### config.mk
export PLATFORM = sky130hd
export DESIGN_NAME = spi_axil_cmd_master_flat
export DESIGN_NICKNAME = d
export VERILOG_FILES = /design/src/rtl/spi_axil_cmd_master_if.sv /design/src/rtl/spi_axil_cmd_master.sv /design/src/flat_wrapper.sv
export SDC_FILE = /design/constraint.sdc
export NUM_CORES = 1
export LEC_CHECK = 0
export BUFFER_PORTS_ARGS = -buffer_cell sky130_fd_sc_hd__buf_2
export CAP_MARGIN = 10
export CORE_MARGIN = 4
export CORE_UTILIZATION = 41
export CTS_CLUSTER_SIZE = 28
export DETAILED_ROUTE_END_ITERATION = 7
export PLACE_DENSITY_LB_ADDON = 0.05
export SLEW_MARGIN = 40
export SYNTH_ARGS = -nofsm -noshare
export SYNTH_HDL_FRONTEND = slang
export SYNTH_SLANG_ARGS = --single-unit
### constraint.sdc
create_clock -name clk -period 1.48 [get_ports clk]
set_clock_uncertainty 0.05 [all_clocks]
set_input_delay 0.222 -clock clk [delete_from_list [all_inputs] [get_ports clk]]
set_output_delay 0.222 -clock clk [all_outputs]
set_load 0.005 [all_outputs]
### src/rtl/spi_axil_cmd_master_if.sv
// AXI-lite read/write channel bundle between the command master and the SPI register block.
interface spi_axil_cmd_master_if #(
  parameter int AW      = 32,
  parameter int DW      = 32,
  parameter int STRB    = 4,
  parameter int PROTW   = 3,
  parameter int RESPLEN = 2
);
  logic [AW-1:0]      awaddr;
  logic [PROTW-1:0]   awprot;
  logic               awvalid;
  logic               awready;
  logic [DW-1:0]      wdata;
  logic [STRB-1:0]    wstrb;
  logic               wvalid;
  logic               wready;
  logic [RESPLEN-1:0] bresp;
  logic               bvalid;
  logic               bready;
  logic [AW-1:0]      araddr;
  logic [PROTW-1:0]   arprot;
  logic               arvalid;
  logic               arready;
  logic [DW-1:0]      rdata;
  logic [RESPLEN-1:0] rresp;
  logic               rvalid;
  logic               rready;

  modport master (
    output awaddr, awprot, awvalid, input awready,
    output wdata, wstrb, wvalid, input wready,
    input bresp, bvalid, output bready,
    output araddr, arprot, arvalid, input arready,
    input rdata, rresp, rvalid, output rready
  );

  modport slave (
    input awaddr, awprot, awvalid, output awready,
    input wdata, wstrb, wvalid, output wready,
    output bresp, bvalid, input bready,
    input araddr, arprot, arvalid, output arready,
    output rdata, rresp, rvalid, input rready
  );
endinterface

### src/rtl/spi_axil_cmd_master.sv
// Turns one host read/write command into a single AXI-lite transaction and returns the response.
// Optional B/R response timeout enabled by defining SPI_AXIL_TIMEOUT_EN.
module spi_axil_cmd_master #(
  parameter int AW      = 32,
  parameter int DW      = 32,
  parameter int STRB    = 4,
  parameter int PROTW   = 3,
  parameter int RESPLEN = 2,
  parameter int TIMEOUT = 1024
) (
  input  logic               clk,
  input  logic               rst_n,
  input  logic               cmd_valid,
  output logic               cmd_ready,
  input  logic               cmd_write,
  input  logic [AW-1:0]      cmd_addr,
  input  logic [DW-1:0]      cmd_wdata,
  input  logic [STRB-1:0]    cmd_wstrb,
  output logic               rsp_valid,
  input  logic               rsp_ready,
  output logic [DW-1:0]      rsp_rdata,
  output logic [RESPLEN-1:0] rsp_resp,
  output logic               rsp_timeout,
  spi_axil_cmd_master_if.master axil
);

  typedef enum logic [2:0] {IDLE, WR_AW_W, WR_B, RD_AR, RD_R, RSP} state_t;
  state_t state;

`ifdef SPI_AXIL_TIMEOUT_EN
  // Holds 0..TIMEOUT-2; the last value is the expiry cycle.
  localparam int CW = (TIMEOUT > 2) ? $clog2(TIMEOUT - 1) : 1;
  logic [CW-1:0] tmo_cnt;
`else
  assign rsp_timeout = 1'b0;
`endif

  assign cmd_ready   = rst_n && (state == IDLE);
  assign axil.awprot = '0;
  assign axil.arprot = '0;

  always_ff @(posedge clk) begin
    if (!rst_n) begin
      state        <= IDLE;
      axil.awaddr  <= '0;
      axil.awvalid <= 1'b0;
      axil.wdata   <= '0;
      axil.wstrb   <= '0;
      axil.wvalid  <= 1'b0;
      axil.bready  <= 1'b0;
      axil.araddr  <= '0;
      axil.arvalid <= 1'b0;
      axil.rready  <= 1'b0;
      rsp_valid    <= 1'b0;
      rsp_rdata    <= '0;
      rsp_resp     <= '0;
`ifdef SPI_AXIL_TIMEOUT_EN
      rsp_timeout  <= 1'b0;
      tmo_cnt      <= '0;
`endif
    end else begin
      case (state)
        IDLE: if (cmd_valid) begin
          if (cmd_write) begin
            axil.awaddr  <= cmd_addr;
            axil.wdata   <= cmd_wdata;
            axil.wstrb   <= cmd_wstrb;
            axil.awvalid <= 1'b1;
            axil.wvalid  <= 1'b1;
            state        <= WR_AW_W;
          end else begin
            axil.araddr  <= cmd_addr;
            axil.arvalid <= 1'b1;
            state        <= RD_AR;
          end
        end
        WR_AW_W: begin
          if (axil.awready) axil.awvalid <= 1'b0;
          if (axil.wready)  axil.wvalid  <= 1'b0;
          // Each channel is done if already handshaken or handshaking now.
          if ((!axil.awvalid || axil.awready) && (!axil.wvalid || axil.wready)) begin
            axil.bready <= 1'b1;
            state       <= WR_B;
`ifdef SPI_AXIL_TIMEOUT_EN
            tmo_cnt     <= '0;
`endif
          end
        end
        WR_B: begin
          if (axil.bvalid) begin
            axil.bready <= 1'b0;
            rsp_resp    <= axil.bresp;
            rsp_rdata   <= '0;
            rsp_valid   <= 1'b1;
            state       <= RSP;
`ifdef SPI_AXIL_TIMEOUT_EN
            rsp_timeout <= 1'b0;
          end else if (tmo_cnt == CW'(TIMEOUT - 2)) begin
            axil.bready <= 1'b0;
            rsp_resp    <= RESPLEN'(2'b10);
            rsp_rdata   <= '0;
            rsp_timeout <= 1'b1;
            rsp_valid   <= 1'b1;
            state       <= RSP;
          end else begin
            tmo_cnt     <= tmo_cnt + 1'b1;
`endif
          end
        end
        RD_AR: if (axil.arready) begin
          axil.arvalid <= 1'b0;
          axil.rready  <= 1'b1;
          state        <= RD_R;
`ifdef SPI_AXIL_TIMEOUT_EN
          tmo_cnt      <= '0;
`endif
        end
        RD_R: begin
          if (axil.rvalid) begin
            axil.rready <= 1'b0;
            rsp_resp    <= axil.rresp;
            rsp_rdata   <= axil.rdata;
            rsp_valid   <= 1'b1;
            state       <= RSP;
`ifdef SPI_AXIL_TIMEOUT_EN
            rsp_timeout <= 1'b0;
          end else if (tmo_cnt == CW'(TIMEOUT - 2)) begin
            axil.rready <= 1'b0;
            rsp_resp    <= RESPLEN'(2'b10);
            rsp_rdata   <= '0;
            rsp_timeout <= 1'b1;
            rsp_valid   <= 1'b1;
            state       <= RSP;
          end else begin
            tmo_cnt     <= tmo_cnt + 1'b1;
`endif
          end
        end
        RSP: if (rsp_ready) begin
          rsp_valid <= 1'b0;
          state     <= IDLE;
        end
        default: state <= IDLE;
      endcase
    end
  end

endmodule

### src/flat_wrapper.sv
// flat-port wrapper written by rule: the top's interface ports become plain ports
module spi_axil_cmd_master_flat 
#(
  parameter int AW      = 32,
  parameter int DW      = 32,
  parameter int STRB    = 4,
  parameter int PROTW   = 3,
  parameter int RESPLEN = 2,
  parameter int TIMEOUT = 1024
)
  (clk, rst_n, cmd_valid, cmd_ready, cmd_write, cmd_addr, cmd_wdata, cmd_wstrb, rsp_valid, rsp_ready, rsp_rdata, rsp_resp, rsp_timeout, axil_awaddr, axil_awprot, axil_awvalid, axil_awready, axil_wdata, axil_wstrb, axil_wvalid, axil_wready, axil_bresp, axil_bvalid, axil_bready, axil_araddr, axil_arprot, axil_arvalid, axil_arready, axil_rdata, axil_rresp, axil_rvalid, axil_rready);
  spi_axil_cmd_master_if #(.AW(AW), .DW(DW), .STRB(STRB), .PROTW(PROTW), .RESPLEN(RESPLEN)) axil_i ();
  input  logic clk;
  input  logic rst_n;
  input  logic cmd_valid;
  output logic cmd_ready;
  input  logic cmd_write;
  input  logic [AW-1:0] cmd_addr;
  input  logic [DW-1:0] cmd_wdata;
  input  logic [STRB-1:0] cmd_wstrb;
  output logic rsp_valid;
  input  logic rsp_ready;
  output logic [DW-1:0] rsp_rdata;
  output logic [RESPLEN-1:0] rsp_resp;
  output logic rsp_timeout;
  output wire logic [$bits(axil_i.awaddr)-1:0] axil_awaddr;
  output wire logic [$bits(axil_i.awprot)-1:0] axil_awprot;
  output wire logic [$bits(axil_i.awvalid)-1:0] axil_awvalid;
  input wire logic [$bits(axil_i.awready)-1:0] axil_awready;
  output wire logic [$bits(axil_i.wdata)-1:0] axil_wdata;
  output wire logic [$bits(axil_i.wstrb)-1:0] axil_wstrb;
  output wire logic [$bits(axil_i.wvalid)-1:0] axil_wvalid;
  input wire logic [$bits(axil_i.wready)-1:0] axil_wready;
  input wire logic [$bits(axil_i.bresp)-1:0] axil_bresp;
  input wire logic [$bits(axil_i.bvalid)-1:0] axil_bvalid;
  output wire logic [$bits(axil_i.bready)-1:0] axil_bready;
  output wire logic [$bits(axil_i.araddr)-1:0] axil_araddr;
  output wire logic [$bits(axil_i.arprot)-1:0] axil_arprot;
  output wire logic [$bits(axil_i.arvalid)-1:0] axil_arvalid;
  input wire logic [$bits(axil_i.arready)-1:0] axil_arready;
  input wire logic [$bits(axil_i.rdata)-1:0] axil_rdata;
  input wire logic [$bits(axil_i.rresp)-1:0] axil_rresp;
  input wire logic [$bits(axil_i.rvalid)-1:0] axil_rvalid;
  output wire logic [$bits(axil_i.rready)-1:0] axil_rready;
  assign axil_awaddr = axil_i.awaddr;
  assign axil_awprot = axil_i.awprot;
  assign axil_awvalid = axil_i.awvalid;
  assign axil_i.awready = axil_awready;
  assign axil_wdata = axil_i.wdata;
  assign axil_wstrb = axil_i.wstrb;
  assign axil_wvalid = axil_i.wvalid;
  assign axil_i.wready = axil_wready;
  assign axil_i.bresp = axil_bresp;
  assign axil_i.bvalid = axil_bvalid;
  assign axil_bready = axil_i.bready;
  assign axil_araddr = axil_i.araddr;
  assign axil_arprot = axil_i.arprot;
  assign axil_arvalid = axil_i.arvalid;
  assign axil_i.arready = axil_arready;
  assign axil_i.rdata = axil_rdata;
  assign axil_i.rresp = axil_rresp;
  assign axil_i.rvalid = axil_rvalid;
  assign axil_rready = axil_i.rready;
  spi_axil_cmd_master #(.AW(AW), .DW(DW), .STRB(STRB), .PROTW(PROTW), .RESPLEN(RESPLEN), .TIMEOUT(TIMEOUT)) u_core (.clk(clk), .rst_n(rst_n), .cmd_valid(cmd_valid), .cmd_ready(cmd_ready), .cmd_write(cmd_write), .cmd_addr(cmd_addr), .cmd_wdata(cmd_wdata), .cmd_wstrb(cmd_wstrb), .rsp_valid(rsp_valid), .rsp_ready(rsp_ready), .rsp_rdata(rsp_rdata), .rsp_resp(rsp_resp), .rsp_timeout(rsp_timeout), .axil(axil_i));
endmodule
==> run summary <==
The run finished, with violations left. The final reports fail on setup timing. Measured in cells, the most critical reg-to-reg path has a length of 6. The number of placed instances, taps included, is 1017. The wire length of the first global-routing pass is 25500 um. The initial antenna violation count is 0. The number of buffers between clock root and the deepest sink is 2.

For this run, the detailed router's first-pass iteration total came to 7. The number of nets with antenna violations after detailed routing came out at 0. Synthesis inferred 143 register bits. The setup slack at placement came out at -0.0322 ns.

The cell area that synthesis handed to floorplanning was 5150 um2. The I/O pin count came out at 262. The total of endpoints with negative setup slack in the final report came out at 82.

The DRC violation total after the first TritonRoute iteration came out at 258. The TritonCTS buffer count is 17. Counting every instance in the synthesized netlist gives 621. The core footprint is 12200 um2. The count of inserted antenna diode cells came out at 0.

The max-slew violation count is 0. The total global routing track utilization is 0.220. Entering global routing, the biggest net connects 51 pins. Once layout is complete, the utilization of the core stands at 0.703. The overall power after layout came out at 13000 uW. The internal power of the cells came out at 9390 uW. The routed via count divided by cell count is 4.89. Synthesis instantiated 31 different standard cells from the library.

TritonCTS built the clock tree. The width of the die came out at 120 um. In the layout the commonest cells are sky130_fd_sc_hd__buf_2 (254), sky130_fd_sc_hd__nand2_1 (207), sky130_fd_sc_hd__dfxtp_1 (140).

In this run the worst hold path is classified as in2reg. By area the synthesized netlist is led by sky130_fd_sc_hd__dfxtp_1 (56%), sky130_fd_sc_hd__nand2_1 (15%), sky130_fd_sc_hd__a21oi_1 (10%), sky130_fd_sc_hd__a22oi_1 (4.8%), sky130_fd_sc_hd__nor2_1 (2.7%). The total number of nets in the final design came out at 1069.

The top achievable clock speed came out at 0.648 GHz. The maximum vdd drop is 0.868 mV. The share of total power dissipated in combinational logic is 0.281. The reported max-cap violation count came out at 0. The worst path in the final design needs a cycle of 1.54 ns, including I/O delays and setup.

The routed wirelength normalized by instance count is 15.9 um. The number of design rule violations left after detail routing is 0. The number of buffers inserted by port buffering came out at 254.

The tree is rooted in a sky130_fd_sc_hd__clkbuf_16. In this run the static leakage power is 0.00385 uW. The detailed-route via count came out at 5553. The final estimated routing congestion in global placement came out at 0.797. The number of synthesis warnings came out at 0. The area growth from synthesis to layout is 66.1%. The count of H-tree levels built during CTS came out at 4. Leaving out fill and tap cells, the most frequent cell in the layout is sky130_fd_sc_hd__buf_2. STA classifies the critical path startpoint as a flop. After detailed routing, the total wire length is 18100 um. The total negative setup slack came out at -1.85 ns. The count of placed standard cells in the final layout, fillers left out is 1136. The register clock-pin slew on the reported worst setup and hold paths came out at 0.06 ns. The arrival time at the worst endpoint is 1.80 ns.

The share of final-layout standard cells stronger than drive strength 1 came out at 0.401. The net switching fraction of the power is 0.280. For this run, the register share of the synthesized area comes to 0.556. The HPWL after detailed placement came out at 10800 um. The final critical-path setup slack came out at -0.0633 ns. Setup repair after global routing could not meet its margin everywhere.

The sequential cell fraction of total power is 0.356. The clock insertion delay at the later pin of the skew report came out at 0.40 ns. The number of global-route vias before repair came out at 5262. The floorplan step set the die height to 120 um. The endpoint kind of the worst setup timing path is a flop. The share of total power in the clock network came out at 0.363.

The required time of the critical path is 1.73 ns. Summed over all instances, the cell type with the most area after synthesis is sky130_fd_sc_hd__dfxtp_1. The starting density of the core is 0.423. Dividing the final minimum period by the clock period gives 1.04.

The die outline area came out at 14400 um2. Counting instances, the worst hold path has a depth of 3. The power density of the placed cells came out at 1520 nW/um2.

The number of sinks on the clock net is 143. Of the post-synthesis cell area, the dominant cell type holds 0.556. The total overflow left after global routing is 0. The final number of hold-violating endpoints is 0. The reported net switching power came out at 3640 uW. The critical-path maximum fanout is 8. The type of the setup path with the least slack is reg2reg.

The number of core rows came out at 40. The per-instance average area after synthesis came out at 8.29 um2.
## timing repair
action / CTS / global route
setup endpoints to repair: 80 / 139
hold endpoints to repair: 69 / 0
hold buffers: 62 / 0
resized for setup: 6 / 58
gates cloned: 0 / 12
pin swaps: 1 / 14
setup buffers: 4 / 9
## cell families (layout without fill, tap and decap cells)
group / count (synthesis) / in the layout / share of synthesized area
compound gates: 153 / 153 / 0.172
other cells: 1 / 7 / 0.000728
mux: 2 / 2 / 0.00389
buf+inv: 59 / 400 / 0.0603
simple gates: 263 / 263 / 0.207
flops: 143 / 143 / 0.556
## worst max-delay path, cell delays in order, from the launching register on
cell	delay, ns
sky130_fd_sc_hd__dfxtp_4	0.36
sky130_fd_sc_hd__buf_6	0.12
sky130_fd_sc_hd__nand3b_1	0.23
sky130_fd_sc_hd__a21o_4	0.29
sky130_fd_sc_hd__clkbuf_16	0.18
sky130_fd_sc_hd__a22oi_2	0.14
sky130_fd_sc_hd__nor2_1	0.06
## power by group through the flow
| stage | sequential, uW | clock, uW | combinational, uW |
|---|---|---|---|
| 2_1_floorplan | 4680 | 0 | 1480 |
| 3_3_place_gp | 4670 | 0 | 2600 |
| 3_5_place_dp | 4690 | 0 | 2650 |
| 4_1_cts | 4620 | 4800 | 2920 |
| 5_1_grt | 4700 | 5010 | 3980 |
| 6_report | 4640 | 4730 | 3670 |
## cells in the mapped netlist (all sizes together)
cell type / number
and2: 2
and3: 1
nor4b: 1
o211ai: 1
nand2: 207
buf: 28
a22oi: 33
nor2b: 2
nor2: 37
o21ai: 3
a21oi: 105
nor3: 3
o221a: 2
dfxtp: 143
a31oi: 3
nand3b: 3
conb: 1
nor3b: 2
mux2i: 2
nand3: 2
a21o: 1
a311oi: 3
clkbuf: 26
a32oi: 1
inv: 5
a211o: 1
nand2b: 3
## flip-flops by register name, indices dropped and copies added (netlist names)
signal / cells
u_core.axil.araddr: 32
u_core.axil.arvalid: 1
u_core.axil.awaddr: 32
u_core.axil.awvalid: 1
u_core.axil.bready: 1
u_core.axil.rready: 1
u_core.axil.wdata: 32
u_core.axil.wstrb: 4
u_core.axil.wvalid: 1
u_core.rsp_rdata: 32
u_core.rsp_resp: 2
u_core.rsp_valid: 1
u_core.state: 3
## routing by layer
layer  vias up  track usage  wire (um)
li1       2719            -          -
met2       211        0.390       9250
met4         0       0.0966        539
met5         -            0          0
met3        37       0.0712       1350
met1      2586        0.238       6970
## path summary, 6_finish.rpt
check	start	to	slack (ns)
hold / removal	axil_rdata[2]	u_core.rsp_rdata[2]	0.007
hold reg to reg	u_core.axil.araddr[20]	u_core.axil.araddr[20]	0.40
setup / recovery	u_core.state[2]	u_core.rsp_rdata[23]	-0.06
setup reg to reg	u_core.state[2]	u_core.rsp_rdata[23]	-0.06
## stage by stage
stage | hold WS, ns | instance area, um2
after floorplan | 0.287 | 5180
after global placement | 0.389 | 6650
after detailed placement | 0.394 | 6650
after CTS | 0.0000192 | 7980
after global routing | 0.00570 | 8550
final | 0.00712 | 8550
## cell type report
| cell class | count | area [um2] |
|---|---|---|
| fillers | 1012 | 3610 |
| flip-flops and latches | 143 | 2870 |
| repair buffers | 363 | 2550 |
| multi-input cells | 425 | 2230 |
| clock buffers | 21 | 480 |
| well taps | 168 | 210 |
| clock inverters | 11 | 184 |
| inverters | 5 | 21.3 |
Power figures use the tool's default switching activity.
